`src/rtl/id_inst_queue.sv`:
```
// id_inst_queue: DEPTH-entry FIFO between fetch and decode.
// Holds fetched bundles (inst, pc, pc_old, pc_pred), supports a
// redirect flush and reports occupancy. Outputs come from registered
// state only; there is no same-cycle bypass from fetch to decode.
//
// Handshake semantics (both sides): a transfer happens on a rising edge
// where the producer's req and the consumer's ack are both high.
// o_fetched_ack depends only on the queue being not full, and
// o_decoded_req depends only on the queue being not empty, so neither
// ack is a function of the opposite side's inputs. The producer must
// hold req and payload stable until it sees ack. A transfer attempted in
// a cycle with i_flush high is dropped.
module id_inst_queue #(
   parameter int DEPTH  = 4,
   parameter int INST_W = 32,
   parameter int PC_W   = 64,
   localparam int CNT_W = $clog2(DEPTH + 1)
) (
   input  logic              clk,
   input  logic              rst,
   input  logic              i_fetched_req,
   output logic              o_fetched_ack,
   input  logic [PC_W-1:0]   i_pc,
   input  logic [INST_W-1:0] i_inst,
   input  logic [PC_W-1:0]   i_pc_old,
   input  logic [PC_W-1:0]   i_pc_pred,
   input  logic              i_flush,
   output logic              o_decoded_req,
   input  logic              i_decoded_ack,
   output logic [PC_W-1:0]   o_pc,
   output logic [INST_W-1:0] o_inst,
   output logic [PC_W-1:0]   o_pc_old,
   output logic [PC_W-1:0]   o_pc_pred,
   output logic [CNT_W-1:0]  o_count,
   output logic              o_full,
   output logic              o_empty
);

   localparam int IDX_W = $clog2(DEPTH);
   localparam int PTR_W = IDX_W + 1;

   // Pointers carry one extra wrap bit so full and empty are distinct.
   logic [PTR_W-1:0] rd_ptr;
   logic [PTR_W-1:0] wr_ptr;
   logic [IDX_W-1:0] rd_idx;
   logic [IDX_W-1:0] wr_idx;

   // Payload storage; contents are don't-care until written.
   logic [PC_W-1:0]   pc_mem   [DEPTH];
   logic [INST_W-1:0] inst_mem [DEPTH];
   logic [PC_W-1:0]   old_mem  [DEPTH];
   logic [PC_W-1:0]   pred_mem [DEPTH];

   logic full;
   logic empty;
   logic push;
   logic pop;

   assign rd_idx = rd_ptr[IDX_W-1:0];
   assign wr_idx = wr_ptr[IDX_W-1:0];

   assign empty = (rd_ptr == wr_ptr);
   assign full  = (rd_idx == wr_idx) && (rd_ptr[IDX_W] != wr_ptr[IDX_W]);

   // A flush wins over both transfers in the same cycle.
   assign push = i_fetched_req & ~full & ~i_flush;
   assign pop  = ~empty & i_decoded_ack & ~i_flush;

   // Pointer update: flush empties the queue by catching rd up to wr.
   always_ff @(posedge clk or negedge rst) begin
      if (!rst) begin
         rd_ptr <= '0;
         wr_ptr <= '0;
      end else if (i_flush) begin
         rd_ptr <= wr_ptr;
      end else begin
         if (push) wr_ptr <= wr_ptr + PTR_W'(1);
         if (pop)  rd_ptr <= rd_ptr + PTR_W'(1);
      end
   end

   // Storage write at the write index on an accepted push.
   always_ff @(posedge clk) begin
      if (push) begin
         pc_mem[wr_idx]   <= i_pc;
         inst_mem[wr_idx] <= i_inst;
         old_mem[wr_idx]  <= i_pc_old;
         pred_mem[wr_idx] <= i_pc_pred;
      end
   end

   // Status and handshake outputs, all from registered pointers.
   assign o_fetched_ack = ~full;
   assign o_decoded_req = ~empty;
   assign o_full        = full;
   assign o_empty       = empty;
   assign o_count       = CNT_W'(wr_ptr - rd_ptr);

   // Head payload, forced to zero while the queue is idle.
   assign o_pc      = empty ? '0 : pc_mem[rd_idx];
   assign o_inst    = empty ? '0 : inst_mem[rd_idx];
   assign o_pc_old  = empty ? '0 : old_mem[rd_idx];
   assign o_pc_pred = empty ? '0 : pred_mem[rd_idx];

endmodule

```
`config.mk`:
```
export PLATFORM = sky130hd
export DESIGN_NAME = id_inst_queue
export DESIGN_NICKNAME = d
export VERILOG_FILES = /design/src/rtl/id_inst_queue.sv
export SDC_FILE = /design/constraint.sdc
export NUM_CORES = 1
export LEC_CHECK = 0
export CAP_MARGIN = 20
export CORE_UTILIZATION = 35
export CTS_CLUSTER_DIAMETER = 80
export DETAILED_ROUTE_END_ITERATION = 12
export GPL_ROUTABILITY_DRIVEN = 0
export PLACE_DENSITY = 0.61
export SLEW_MARGIN = 15
export SYNTH_ARGS = -nofsm -noshare
export SYNTH_HDL_FRONTEND = slang
export SYNTH_SLANG_ARGS = --single-unit
```
`constraint.sdc`:
```
create_clock -name clk -period 22.4 [get_ports clk]
set_input_delay 5.6 -clock clk [delete_from_list [all_inputs] [get_ports clk]]
set_output_delay 5.6 -clock clk [all_outputs]
set_load 0.02 [all_outputs]
```
# Word level (Yosys, flattened, before mapping)
# Memory sizes are Yosys's and may differ from the RTL's.
# Index checks and enable logic that the tools add are counted.
# totals
memories,4
register_bits,6
latchBits,0
out_inout_bits,231
inputBits,229
elab_cells,30
ram_bits,896
mem_bits_ro,0
# memory_table
memory,depth,width,rd,rd_ports_with_merged_regs,wr,line,source
old_mem,4,64,1,0,1,51,logic [PC_W-1:0] old_mem [DEPTH];
pc_mem,4,64,1,0,1,49,logic [PC_W-1:0] pc_mem [DEPTH];
pred_mem,4,64,1,0,1,52,logic [PC_W-1:0] pred_mem [DEPTH];
inst_mem,4,32,1,0,1,50,logic [INST_W-1:0] inst_mem [DEPTH];
# op_classes
add_sub_neg,3
div_mod_pow,0
order_cmp,0
n_reduce_logical,3
bitwise,7
n_eq_ne,3
multipliers,0
muxes,8
n_shift,0
# op_table
op,count
64-bit two-way mux,3
32-bit two-way mux,1
"3-bit by 1-bit adder with 3-bit output, second input constant",2
3-bit two-way mux,2
1-bit bitwise AND,4
3-bit == test,1
1-bit NOT,3
3-bit subtractor,1
2-bit == test,1
1-bit two-way mux,2
2-bit AND reduction,1
2-bit nonzero test,1
1-bit logical AND,1
1-bit inequality test,1

# Depth between registers and ports, before layout
# depth
word_depth,7
mapped_depth,9
depth_no_buf,5

# Least setup slack after synthesis
# No wires, ideal clock.
# synth_timing
path_type,input port to flip-flop
start,input port i_flush
end,memory inst_mem[3][0] (enable)
setup_ns,1.215
arrival_time_ns,22.630
t_required_ns,21.185
cell_stages,2
path_buffers,0
slack_ns,-1.445
cell_sequence,nand2b_1 > a311oi_1
# synth_between
elab_chain_len,4
# synth_lines
item,line,source
start: declaration,27,"input logic i_flush,"
1-bit NOT (no line),n/a,
1-bit bitwise AND,66,assign push = i_fetched_req & ~full & ~i_flush;
1-bit two-way mux,84,if (push) begin
1-bit two-way mux (not written as such),86,inst_mem[wr_idx] <= i_inst;
end: declaration,50,
# Every way passes these cells.

# Worst setup path in the final report
# layout_timing
start,register rd_ptr[0]
end,output port o_pc_pred[10]
# layout_between
elab_chain_len,2
elab_cells_between_ends,3
cone_classes,eq/ne (1); mux (1); memory (1)
# layout_lines
item,line,source
start: declaration,43,logic [PTR_W-1:0] rd_ptr;
start signal: assignment,75,rd_ptr <= wr_ptr;
start signal: assignment,78,if (pop) rd_ptr <= rd_ptr + PTR_W'(1);
memory read 4 x 64 bit or 3-bit == test (tied branches),n/a,
64-bit two-way mux (*),103,assign o_pc_pred = empty ? '0 : pred_mem[rd_idx];
end: declaration,33,"output logic [PC_W-1:0] o_pc_pred,"
# Every way passes the cells marked *; elsewhere a longest branch is shown, timed or not.

==> summary.md <==
| Metric | Value |
|---|---|
| Sw Share | between 30% and 40% |
| Layout Nets | about 2.2k |
| Sequential area share after synthesis | between 70% and 80% |
| Vias | 16.10k |
| Rows | about 110 |
| Die Ht | between 300 and 400 um |
| P_leak | ~14 nW |
| Synth top area share | between 70 and 80% |
| Critical Path RT | between 15 and 20 ns |
| Worst setup margin | between 10 and 15 ns |
| Total CTS buffers | between 90 and 100 |
| Fin util | 44.65% |
| First-pass detailed-route iteration total | 5 |
| WS Path Type | reg -> out |
| Placement Setup Slack | ~12 ns |
| Hpwl dp | between 40,000 and 50,000 um |
| Root Buffer | clkbuf_16 |
| Final non-filler cell total | 3,339 |
| Tcrit/Tclk final | 48.71% |
| Total GRT Usage | around 15% |
| M2 GR Usage | about a quarter |
| Synth cell count leaders | 896 x edfxtp_1, 227 x and2_1, 224 x mux4_2, 28 x buf_6, 25 x buf_2 |
| Post-CTS sizing | 0 |
| Crit path time final | 10.91 ns |
| P_sw | between 2 and 2.5 mW |
| CTS tree | done |
| Hold-fix buffers, CTS | 0 |
| Most frequent cell after synthesis | edfxtp_1 |
| Final Skew | between 0.03 and 0.04 ns |
| RSZ-0062 raised after global routing | false |
| Actual slew at the worst max-slew pin | 1.010 ns |
| # IOs | 460 |
| Peak VDD IR | ~0.10 mV |
| CP Max Fanout | 43 |
| Die X | ~320 um |
| Total routed wirelength | 73,320 um |
| Hold_ws | a little over 0.6 ns |
| Post-CTS setup buffer count | 0 |
| Syn-to-layout area delta | 25.94% |
| P_int | roughly 4.2 mW |
| Synth Instances | roughly 1.5k |
| DRT iter0 DRCs | about 1.1k |
| Ys flop type | edfxtp_1 |
| Maximum clock path buffer count | 3 |
| Setup TNS | 0 ns |
| Via/cell ratio | approximately 4.8 |
| Clock slew at reported path FFs | roughly 0.07 ns |
| Largest area contributor in the netlist | edfxtp_1 |
| Share of cells above drive strength 1 | 19.04% |
| Worst Hold Class | reg -> reg |
| Synth warnings | 0 |
| Core area | about 97,000 um2 |
| Synth Net Count | ~1.7k |
| Gate power share | 41.9% |
| Die area | ~100,000 um2 |
| Clock power frac | between 20% and 30% |
| Pwr Total | between 6 and 7 mW |
| Placed Instances | ~3.2k |
| Initial antenna violation count | 15 |
| GRT busiest layer | met2 |
| Initial core utilization | 35.45% |
| Placed cell areas | approximately 40,000 um2 |
| Clock Sinks | 902 |
| Max Cap Viol | 0 |
| DRT antenna net count | 0 |
| Largest net degree at the start of global routing | 136 |
| H-tree levels | 3 |
| Grt met3 use | about 4.9% |
| GR Overflow Total | 0 |
| Design area | approximately 43,000 um2 |
| Number of flops mapped to enable cells by yosys | roughly 900 |
| Met1 usage | approximately 18% |
| Syn_area_per_cell | 23.33 um2 |
| WP data arrival | ~5.3 ns |
| Fmax | just over 90 MHz |
| Sequential power share | 34.3% |
| Power density over the cells | ~150 nW/um2 |
| Flops & latches, synth | roughly 900 |
| Synth area leaders | edfxtp_1 78%, mux4_2 15%, and2_1 4.1%, buf_6 0.92%, dfrtp_1 0.44% |
| Post-synthesis cell area | approximately 34,000 um2 |
| Startpoint Class | register |
| Relative slew slack | 32.68% |
| DR WL/cell | around 22 um |
| Worst skew pair latency | about 0.67 ns |
| DRC viols | 0 |
| Synth cell types | 35 |
| Vias in the first global route | about 18k |
| Fraction of synthesis flops using an asynchronous set or reset pin | 0.6652% |
| Port bufs | 459 |
| Final setup vio count | 0 |
| First-pass GRT wire length | 109,200 um |
| Hold Vio Cnt, Final | 0 |
| Status | completed |
| Final Max Tran Viols | 0 |
| Crit path capture type | primary output |
sequential cells by signal, summed over array words and instances (netlist names):
name,count
inst_mem,128
old_mem,256
pc_mem,256
pred_mem,256
rd_ptr,3
wr_ptr,3
metal layers:
layer | vias up | routed length [um]
met5 | - | 138
met4 | 20 | 1461
met3 | 119 | 5273
met2 | 441 | 37160
met1 | 8417 | 29290
li1 | 7105 | -
worst max-delay path, stage by stage (launching register included):
cell and delay, ns:
dfrtp_4 0.91, buf_4 0.75, buf_4 0.71, buf_4 0.80, mux4_2 0.59, and2_1 0.17
clkdlybuf4s50_1 0.57
final cells by class:
cell class / instances / area, um2
Antenna cell: 4 / 10.01
Clock buffer: 120 / 2535
Clock inverter: 57 / 481.7
Fill cell: 8227 / 53770
Inverter: 10 / 37.54
Multi-Input combinational cell: 488 / 6834
Sequential cell: 902 / 27060
Tap cell: 1276 / 1597
Timing Repair Buffer: 482 / 4812
cells by family (layout without fill, tap and decap cells):
| family | after synthesis | in the layout | synth area share [%] |
|---|---|---|---|
| flip-flops | 902 | 902 | 78.57 |
| AND/OR/NAND/NOR | 240 | 240 | 4.327 |
| multiplexers | 225 | 225 | 14.68 |
| buffers and inverters | 86 | 669 | 1.682 |
| AO/OA/AOI/OAI | 10 | 10 | 0.2580 |
| adder cells (fa/ha/maj) | 8 | 8 | 0.3125 |
| XOR/XNOR | 5 | 5 | 0.1708 |
| other | 0 | 4 | 0 |
power by group through the flow:
stage	Sequential, mW	Clock [mW]	Combinational, mW
3_3_place_gp	2.19	0	2.68
2_1_floorplan	2.20	0	1.59
4_1_cts	2.17	1.55	2.70
3_5_place_dp	2.21	0	2.68
5_1_grt	2.19	1.61	2.81
6_report	2.17	1.50	2.64
layout by cell type (no fill, tap or decap), types with 2 or more instances in the layout:
cell,instances
nand3_1,2
buf_12,2
nor2_1,3
edfxtp_1,896
clkbuf_1,22
dfrtp_1,4
and2_1,224
and2_4,3
clkinvlp_4,7
clkbuf_16,98
mux4_2,224
nand2_1,3
buf_4,20
dfrtp_4,2
ha_1,7
clkinv_2,15
diode_2,4
inv_1,10
inv_6,2
clkdlybuf4s50_1,459
bufinv_16,4
inv_8,2
xnor2_1,2
clkinv_1,21
inv_16,3
path summary, 6_finish.rpt:
path                       startpoint         endpoint  slack, ns  cells after the start
max                         rd_ptr[0]    o_pc_pred[10]      11.49                      6
min                         wr_ptr[2]        wr_ptr[2]       0.61                      1
max reg2reg                 rd_ptr[1]  pred_mem[1][12]      17.33                      6
min reg2reg                 wr_ptr[2]        wr_ptr[2]       0.61                      1
max in group asynchronous         rst        rd_ptr[0]      16.95                      1
min in group asynchronous         rst        rd_ptr[2]       5.18                      1
(Power assumes the default switching activity.)
